[src/rtl/relu_pkg.sv]
// Shared types and helpers for the ReLU backprop unit.
// The mask is the sign-and-nonzero test of a pre-activation value.
package relu_pkg;

  localparam int PRECISION_DEFAULT = 16;
  localparam int PRECISION_W = PRECISION_DEFAULT;

  typedef logic signed [PRECISION_W-1:0] data_t;

  function automatic bit relu_mask(data_t x);
    return !x[PRECISION_W-1] && (|x);
  endfunction

endpackage

[src/rtl/relu_backprop_unit_fifo.sv]
// One-bit-wide mask FIFO with count, clear and full/empty.
// Pushes and pops are internally gated by the registered count.
module relu_mask_fifo
  import relu_pkg::*;
#(
  parameter int DEPTH = 64,
  localparam int AW = $clog2(DEPTH),
  localparam int CW = $clog2(DEPTH + 1)
) (
  input  logic          clk,
  input  logic          rst,
  input  logic          clear_i,
  input  logic          push_i,
  input  logic          wdata_i,
  input  logic          pop_i,
  output logic          rdata_o,
  output logic          full_o,
  output logic          empty_o,
  output logic [CW-1:0] count_o
);

  logic [DEPTH-1:0] mem_q;
  logic [AW-1:0]    wptr_q;
  logic [AW-1:0]    rptr_q;
  logic [CW-1:0]    count_q;
  logic             do_push;
  logic             do_pop;

  assign full_o  = (count_q == CW'(DEPTH));
  assign empty_o = (count_q == '0);
  assign count_o = count_q;
  assign rdata_o = mem_q[rptr_q];

  assign do_push = push_i && !full_o;
  assign do_pop  = pop_i && !empty_o;

  // Pointers wrap naturally because DEPTH is a power of two.
  always_ff @(posedge clk or posedge rst) begin
    if (rst) begin
      mem_q   <= '0;
      wptr_q  <= '0;
      rptr_q  <= '0;
      count_q <= '0;
    end else if (clear_i) begin
      wptr_q  <= '0;
      rptr_q  <= '0;
      count_q <= '0;
    end else begin
      if (do_push) begin
        mem_q[wptr_q] <= wdata_i;
        wptr_q        <= wptr_q + 1'b1;
      end
      if (do_pop) begin
        rptr_q <= rptr_q + 1'b1;
      end
      count_q <= count_q + CW'(do_push) - CW'(do_pop);
    end
  end

endmodule

[src/rtl/relu_backprop_unit.sv]
// ReLU forward stage that records masks and gates backward gradients.
// Results are registered; output paths carry no backpressure.
module relu_backprop_unit
  import relu_pkg::*;
#(
  parameter int PRECISION = PRECISION_DEFAULT,
  parameter int DEPTH = 64,
  localparam int CW = $clog2(DEPTH + 1)
) (
  input  logic                        clk,
  input  logic                        rst,
  input  logic                        clear_i,
  input  logic                        fwd_valid_i,
  output logic                        fwd_ready_o,
  input  logic signed [PRECISION-1:0] fwd_data_i,
  output logic                        fwd_out_valid_o,
  output logic signed [PRECISION-1:0] fwd_out_data_o,
  input  logic                        bwd_valid_i,
  output logic                        bwd_ready_o,
  input  logic signed [PRECISION-1:0] bwd_grad_i,
  output logic                        bwd_out_valid_o,
  output logic signed [PRECISION-1:0] bwd_out_grad_o,
  output logic [CW-1:0]               count_o,
  output logic                        underflow_o
);

  logic full;
  logic empty;
  logic mask_rd;
  logic fwd_pos;
  logic fwd_acc;
  logic bwd_acc;

  logic                        fvld_q, fvld_d;
  logic signed [PRECISION-1:0] fdat_q, fdat_d;
  logic                        bvld_q, bvld_d;
  logic signed [PRECISION-1:0] bgrd_q, bgrd_d;
  logic                        uf_q, uf_d;

  if (PRECISION == PRECISION_W) begin : g_pkg_mask
    assign fwd_pos = relu_mask(fwd_data_i);
  end else begin : g_gen_mask
    assign fwd_pos = !fwd_data_i[PRECISION-1] && (|fwd_data_i);
  end

  // Ready is held low during reset so every output reads zero.
  assign fwd_ready_o = !full && !rst;
  assign bwd_ready_o = !empty;

  assign fwd_acc = fwd_valid_i && fwd_ready_o && !clear_i;
  assign bwd_acc = bwd_valid_i && bwd_ready_o && !clear_i;

  relu_mask_fifo #(
    .DEPTH (DEPTH)
  ) u_fifo (
    .clk     (clk),
    .rst     (rst),
    .clear_i (clear_i),
    .push_i  (fwd_acc),
    .wdata_i (fwd_pos),
    .pop_i   (bwd_acc),
    .rdata_o (mask_rd),
    .full_o  (full),
    .empty_o (empty),
    .count_o (count_o)
  );

  always_comb begin
    fvld_d = fwd_acc;
    fdat_d = fdat_q;
    bvld_d = bwd_acc;
    bgrd_d = bgrd_q;
    uf_d   = uf_q;
    if (fwd_acc) fdat_d = fwd_pos ? fwd_data_i : '0;
    if (bwd_acc) bgrd_d = mask_rd ? bwd_grad_i : '0;
    if (clear_i) uf_d = 1'b0;
    else if (bwd_valid_i && empty) uf_d = 1'b1;
  end

  always_ff @(posedge clk or posedge rst) begin
    if (rst) begin
      fvld_q <= 1'b0;
      fdat_q <= '0;
      bvld_q <= 1'b0;
      bgrd_q <= '0;
      uf_q   <= 1'b0;
    end else begin
      fvld_q <= fvld_d;
      fdat_q <= fdat_d;
      bvld_q <= bvld_d;
      bgrd_q <= bgrd_d;
      uf_q   <= uf_d;
    end
  end

  assign fwd_out_valid_o = fvld_q;
  assign fwd_out_data_o  = fdat_q;
  assign bwd_out_valid_o = bvld_q;
  assign bwd_out_grad_o  = bgrd_q;
  assign underflow_o     = uf_q;

endmodule

[config.mk]
export PLATFORM = sky130hd
export DESIGN_NAME = relu_backprop_unit
export DESIGN_NICKNAME = d
export VERILOG_FILES = /design/src/rtl/relu_pkg.sv /design/src/rtl/relu_backprop_unit_fifo.sv /design/src/rtl/relu_backprop_unit.sv
export SDC_FILE = /design/constraint.sdc
export NUM_CORES = 1
export LEC_CHECK = 0
export ABC_CLOCK_PERIOD_IN_PS = 12700
export CORE_ASPECT_RATIO = 1.1
export CORE_MARGIN = 8
export CORE_UTILIZATION = 55
export DETAILED_ROUTE_END_ITERATION = 10
export GPL_TIMING_DRIVEN = 0
export PLACE_DENSITY = 0.8
export SLEW_MARGIN = 20
export SYNTH_ARGS = -nofsm -noshare
export SYNTH_HDL_FRONTEND = slang
export SYNTH_SLANG_ARGS = --single-unit
[constraint.sdc]
create_clock -name clk -period 12.7 [get_ports clk]
set_clock_uncertainty 0.2 [all_clocks]
set_input_delay 2.54 -clock clk [delete_from_list [all_inputs] [get_ports clk]]
set_output_delay 2.54 -clock clk [all_outputs]
set_load 0.02 [all_outputs]
==> flow_summary.yaml, run 1 <==
critical_path:
  path_common_cell: "clkdlybuf4s50_1"
  cp-start-kind: "input port"
  arrival_ns: 4.14
  path_class: "input port to output port"
  critPathRequiredTime_ns: 9.96
  crit_family: "buffers and inverters"
  cp_num_buf_inv: 3
  crit_slowest_cell: "clkdlybuf4s50_1"
  cp_max_fo: 37
  path_depth: 4
  cp-end-kind: "output port"
  reg2regPathDepth: 18
  cpPeakStageDelay_ns: 0.61
  cp_cell_sequence: "clkdlybuf4s50_1 > inv_6 > o21a_1 > clkdlybuf4s50_1"
global_routing:
  track_usage_pct: 23.5
  grt_max_degree: 85
  antenna_found_initial: 0
  grt_pass1_vias: 4900
  overflow: 0
  grt_pass1_wl_um: 25600
clock_tree:
  cts_made_buffers: 17
  clk_pin_slew_ns: 0.05
  cts_setup_buffers: 0
  cts_sinks: 118
  cts_root_buf: "clkbuf_16"
  clk_latency_ns: 0.41
  h-tree-depth: 4
  cts_resized: 0
  cts_buffer_depth: 2
  hold_buffers: 0
  cts_tree: "done"
flow_run:
  drv_cap: 0
timing:
  worst_pin_slew_ns: 0.814
  fmax_mhz: 145
  hold_viol_final: 0
  maxSlewViolCount: 0
  relSlewSlack_pct: 45.4
  min_period_over_period_pct: 54.2
  min_period_ns: 6.88
  setup_viol: 0
  rsz0062_at_grt: "no"
  tns_ns: 0
cells_and_area:
  finish.net_count: 698
  final_common_cell: "dfrtp_1"
  final_cell_mix: "dfrtp_1, clkdlybuf4s50_1, o21ai_0, nand2_1, o31ai_1"
  areaGrowthSynthToFinish_pct: 26.2
  fin_util_pct: 70.9
  antennaDiodeCount: 0
  fin_cells: 802
  drive_gt1_share_pct: 12.6
logic_synthesis:
  synth_top_area_share_pct: 50.5
  synth_ff_type: "dfrtp_1"
  synthesis.nets: 598
  synth_edf_count: 0
  syn_inst: 549
  yosys.area.top_type: "dfrtp_1"
  synth.distinct_cells: 50
  yosysSeqAreaShare_pct: 50.5
  yosysWarnings: 0
  syn_area_um2: 5840
  syn_avg_cell_area_um2: 10.6
  ys_seq_elements: 118
  synth_area_leaders: "dfrtp_1, o31ai_1, o21ai_0, mux2_2, mux4_2"
  ys_async_sr_fraction_pct: 100
power_and_ir_drop:
  power_leakage_nw: 3.20
  powerDensity_nw_per_um2: 171
  ir_drop_mv: 0.102
die:
  die_x_um: 114
  initial_utilization_pct: 56.2
  core_um2: 10400
  die-area_um2: 14200
  die_h_um: 124
  io_pins: 81
  rows: 39
hold_path:
  whs_path_depth: 2
  hold_class: "register to register"
route:
  drc: 0
  first_pass_iters: 5
  ant_nets: 0
  dr_total_vias: 4838
  drtIter0Drc: 447
  wire_per_inst_um: 19.6
  wirelength_um: 15700
  via_per_inst: 6.03
placed_design:
  dpl.hpwl_um: 10800
  portBuffers: 80
  gp_congestion: 0.869
  dp.cells: 773
run_status:
  status: "finished clean"
## stage by stage
step                instance area [µm²]  total power [mW]  setup WS, ns  hold slack (ns)
floorplan                          5840             0.691          4.52            0.267
global placement                   6820             0.832          2.70            0.252
detailed placement                 6850             0.845          5.81            0.256
CTS                                7370              1.27          5.81            0.266
global route                       7370              1.32          5.72            0.303
finish                             7370              1.26          5.82            0.262
## flip-flops by register name, summed over array words and instances, names as in the netlist
register         cells
underflow_o          1
u_fifo.rptr_q        6
u_fifo.count_o       7
fwd_out_valid_o      1
fwd_out_data_o      16
bwd_out_valid_o      1
bwd_out_grad_o      16
u_fifo.mem_q        64
u_fifo.wptr_q        6
## power breakdown
part	switching [mW]	internal [mW]	leakage [nW]
Sequential	0.0284	0.423	1.62
Combinational	0.205	0.182	1.33
Clock	0.155	0.264	0.261
Total	0.388	0.869	3.20
## worst register-to-register path, cell delays in order (launching register included)
cell and delay [ns]:
dfrtp_1 0.39, inv_1 0.09, ha_1 0.20, nand4bb_1 0.17, o21ai_0 0.24, nor2_1 0.38, clkbuf_1 0.38, clkbuf_1 0.44
ha_1 0.32, inv_1 0.06, ha_1 0.14, inv_1 0.05, fa_1 0.39, nand2b_1 0.16, a21oi_1 0.17, o21ai_0 0.12
a21oi_1 0.20, or3_1 0.14, a21oi_1 0.06
## area by class of cell
class                      instances  area, µm²
clock inverter                     5       25.0
multi-input combinational        370       2630
inverter                          17       68.8
buffer                            44        198
timing repair buffer              81        828
clock buffer                      24        492
sequential                       118       2950
fill                             760       3020
tap                              143        179
## cells by family after synthesis
logic type	Yosys count	synth area share, %
AND/OR/NAND/NOR	156	13.8
AO/OA/AOI/OAI	150	16.8
flip-flops	118	50.5
buffers and inverters	61	4.48
multiplexers	39	9.77
XOR/XNOR	13	1.95
adder cells (fa/ha/maj)	12	2.70
## cell usage after synthesis (2+ instances only)
master,number
buf_6,4
and2_1,3
nor3_1,4
a31o_1,10
nor2b_1,22
nand2b_1,10
o31ai_1,48
xor2_1,10
a31o_2,6
o21ai_0,63
nor3b_1,4
dfrtp_1,118
clkbuf_1,38
nand4_1,6
or3b_2,2
a21oi_1,9
ha_1,11
xnor2_1,3
buf_2,2
mux4_2,12
inv_1,16
nand2_1,50
nor2_1,27
or3_1,3
and3b_1,2
mux2_2,24
nand3b_1,4
nor4_1,4
o22ai_1,3
mux2i_1,3
nand3_1,9
## path summary, 6_finish.rpt
kind | start | slack [ns] | endpoint
worst max-delay path | rst | 5.82 | fwd_ready_o
worst min-delay path | fwd_out_data_o[14] | 0.26 | fwd_out_data_o[14]
worst max register to register | u_fifo.count_o[2] | 8.26 | u_fifo.count_o[6]
worst min register to register | fwd_out_data_o[14] | 0.26 | fwd_out_data_o[14]
max in group asynchronous | rst | 9.25 | u_fifo.mem_q[41]
min in group asynchronous | rst | 2.30 | fwd_out_data_o[8]
## per-layer routing
layer  up-vias  wire length [µm]  GRT usage [%]
li1       2189                 -              -
met1      2347              6310           27.7
met2       253              7590           38.9
met3        49              1330           7.81
met4         0               468           9.91
met5         -                 0              0
Note: power is estimated with default switching activity, not from simulation.
==> inputs of run 2 (changes only) <==
--- a/config.mk
+++ b/config.mk
@@ -5,13 +5,13 @@
 export SDC_FILE = /design/constraint.sdc
 export NUM_CORES = 1
 export LEC_CHECK = 0
-export ABC_CLOCK_PERIOD_IN_PS = 12700
+export ABC_CLOCK_PERIOD_IN_PS = 5900
 export CORE_ASPECT_RATIO = 1.1
 export CORE_MARGIN = 8
-export CORE_UTILIZATION = 55
+export CORE_UTILIZATION = 50
 export DETAILED_ROUTE_END_ITERATION = 10
 export GPL_TIMING_DRIVEN = 0
-export PLACE_DENSITY = 0.8
+export PLACE_DENSITY = 0.77
 export SLEW_MARGIN = 20
 export SYNTH_ARGS = -nofsm -noshare
 export SYNTH_HDL_FRONTEND = slang
==> constraint.sdc (replaced) <==
create_clock -name clk -period 5.9 [get_ports clk]
set_clock_uncertainty 0.2 [all_clocks]
set_input_delay 1.18 -clock clk [delete_from_list [all_inputs] [get_ports clk]]
set_output_delay 1.18 -clock clk [all_outputs]
set_load 0.02 [all_outputs]
==> run 2 against run 1 <==
Final area increased by 3.3%. Sequential cell count unchanged. Routed wire length rose by 4.8%. Worst setup slack worse by 4.8 ns. Via count rose by 0.12%. Non-clock buffer count increased by 3. Clock power grew to 2.9 times the previous value. Global-route usage fell by 1.2 points. Die area up 8.6%. Critical path type is now input port to register. Largest power group is now the clock network.
==> flow_summary.yaml, run 2 (synthesis gave the netlist of run 1 again) <==
clock_tree:
  cts_made_buffers: 17
  clk_pin_slew_ns: 0.05
  hold_buffers: 0
  h-tree-depth: 4
  cts_buffer_depth: 2
  cts_sinks: 118
  cts_tree: "done"
  cts_setup_buffers: 0
  cts_resized: 0
  clk_latency_ns: 0.42
  cts_root_buf: "clkbuf_16"
cells_and_area:
  areaGrowthSynthToFinish_pct: 30.3
  final_common_cell: "dfrtp_1"
  fin_cells: 815
  antennaDiodeCount: 0
  finish.net_count: 701
  final_cell_mix: "dfrtp_1, clkdlybuf4s50_1, o21ai_0, nand2_1, o31ai_1"
  top_register: "u_fifo.mem_q"
  drive_gt1_share_pct: 13.5
  largest_reg_flops: 64
die:
  die_h_um: 129
  rows: 41
  initial_utilization_pct: 51.1
  core_um2: 11400
  die_x_um: 119
  die-area_um2: 15400
  io_pins: 81
route:
  wire_per_inst_um: 20.2
  drc: 0
  dr_total_vias: 4844
  wirelength_um: 16400
  drtIter0Drc: 436
  via_per_inst: 5.94
  first_pass_iters: 6
  ant_nets: 0
global_routing:
  grt_pass1_wl_um: 26800
  overflow: 0
  antenna_found_initial: 0
  grt_max_degree: 33
  track_usage_pct: 22.3
  grt_pass1_vias: 5138
timing:
  setup_viol: 0
  relSlewSlack_pct: 43.5
  min_period_over_period_pct: 83.6
  fmax_mhz: 203
  tns_ns: 0
  hold_viol_final: 0
  worst_pin_slew_ns: 0.843
  rsz0062_at_grt: "no"
  maxSlewViolCount: 0
  worst_slack_ns: 0.970
  min_period_ns: 4.93
power_and_ir_drop:
  powerDensity_nw_per_um2: 398
  power_leakage_nw: 3.31
  ir_drop_mv: 0.193
critical_path:
  arrival_ns: 5.01
  path_class: "input port to register"
  critPathRequiredTime_ns: 5.98
  reg2reg_from: "u_fifo.count_o[2]"
  timing.rr.end: "u_fifo.count_o[6]"
  reg2regPathDepth: 18
  cp-end-kind: "register"
  r2r_slack_ns: 1.33
  cp_max_fo: 10
  startpoint: "bwd_valid_i"
  cp-start-kind: "input port"
  crit_path_end: "u_fifo.count_o[6]"
hold_path:
  whs_path_depth: 2
  hold_class: "register to register"
placed_design:
  dpl.hpwl_um: 11500
  dp.cells: 783
  portBuffers: 80
  place_ws_ns: 0.633
  gp_congestion: 0.862
run_status:
  status: "finished clean"
flow_run:
  drv_cap: 0
## run 2: changes by cell type in the layout (fill, tap and decap cells not counted), sizes merged
| cell | before | now |
|---|---|---|
| bufinv | 0 | 6 |
| buf | 7 | 10 |
| clkinv | 6 | 3 |
| clkinvlp | 0 | 1 |
| inv | 16 | 15 |
## run 2: worst max-delay path, cell delays in order
cell and delay, ns:
clkdlybuf4s50_1 0.48, o21ai_0 0.22, nor2_1 0.38, clkbuf_1 0.42, clkbuf_1 0.43, ha_1 0.32
inv_1 0.05, ha_1 0.16, inv_1 0.07, fa_1 0.39, nand2b_1 0.16, a21oi_1 0.20
o21ai_0 0.13, a21oi_1 0.21, or3_1 0.15, a21oi_1 0.06
## run 2: layout make-up
cell class              instances  area [µm²]
fillers                       846        3830
inverters                      17        67.6
multi-input cells             370        2630
clock buffers                  24         502
well taps                     150         188
flip-flops and latches        118        2950
clock inverters                 8         190
repair buffers                 84         888
plain buffers                  44         198
## run 2: worst min path at each step
stage                             startpoint            endpoint
after floorplan             u_fifo.mem_q[13]    u_fifo.mem_q[13]
after global placement    fwd_out_data_o[14]  fwd_out_data_o[14]
after detailed placement   fwd_out_data_o[4]   fwd_out_data_o[4]
after CTS                  fwd_out_data_o[2]   fwd_out_data_o[2]
after global routing      fwd_out_data_o[14]  fwd_out_data_o[14]
final                      fwd_out_data_o[2]   fwd_out_data_o[2]
## run 2: metrics by stage
stage / utilization [%] / hold WS [ns] / cell area [µm²] / power, mW
floorplan: - / 0.267 / 5850 / 1.49
global placement: 59.7 / 0.255 / 6830 / 1.79
detailed placement: 60.5 / 0.258 / 6920 / 1.83
CTS: 66.6 / 0.275 / 7610 / 3.04
global route: 66.6 / 0.297 / 7610 / 3.15
finish: 66.6 / 0.269 / 7610 / 3.03
## run 2: per-layer routing
metal / routed length, µm / GRT usage, % / vias up
li1: - / - / 2186
met1: 6450 / 25.4 / 2392
met2: 8230 / 38.0 / 220
met3: 1250 / 5.57 / 46
met4: 519 / 12.4 / 0
met5: 0 / 0 / -
## run 2: where the power goes
| part | leakage, nW | internal (mW) | switching (mW) |
|---|---|---|---|
| Clock | 0.340 | 0.847 | 0.361 |
| Sequential | 1.62 | 0.909 | 0.0599 |
| Combinational | 1.35 | 0.398 | 0.451 |
| Total | 3.31 | 2.15 | 0.872 |
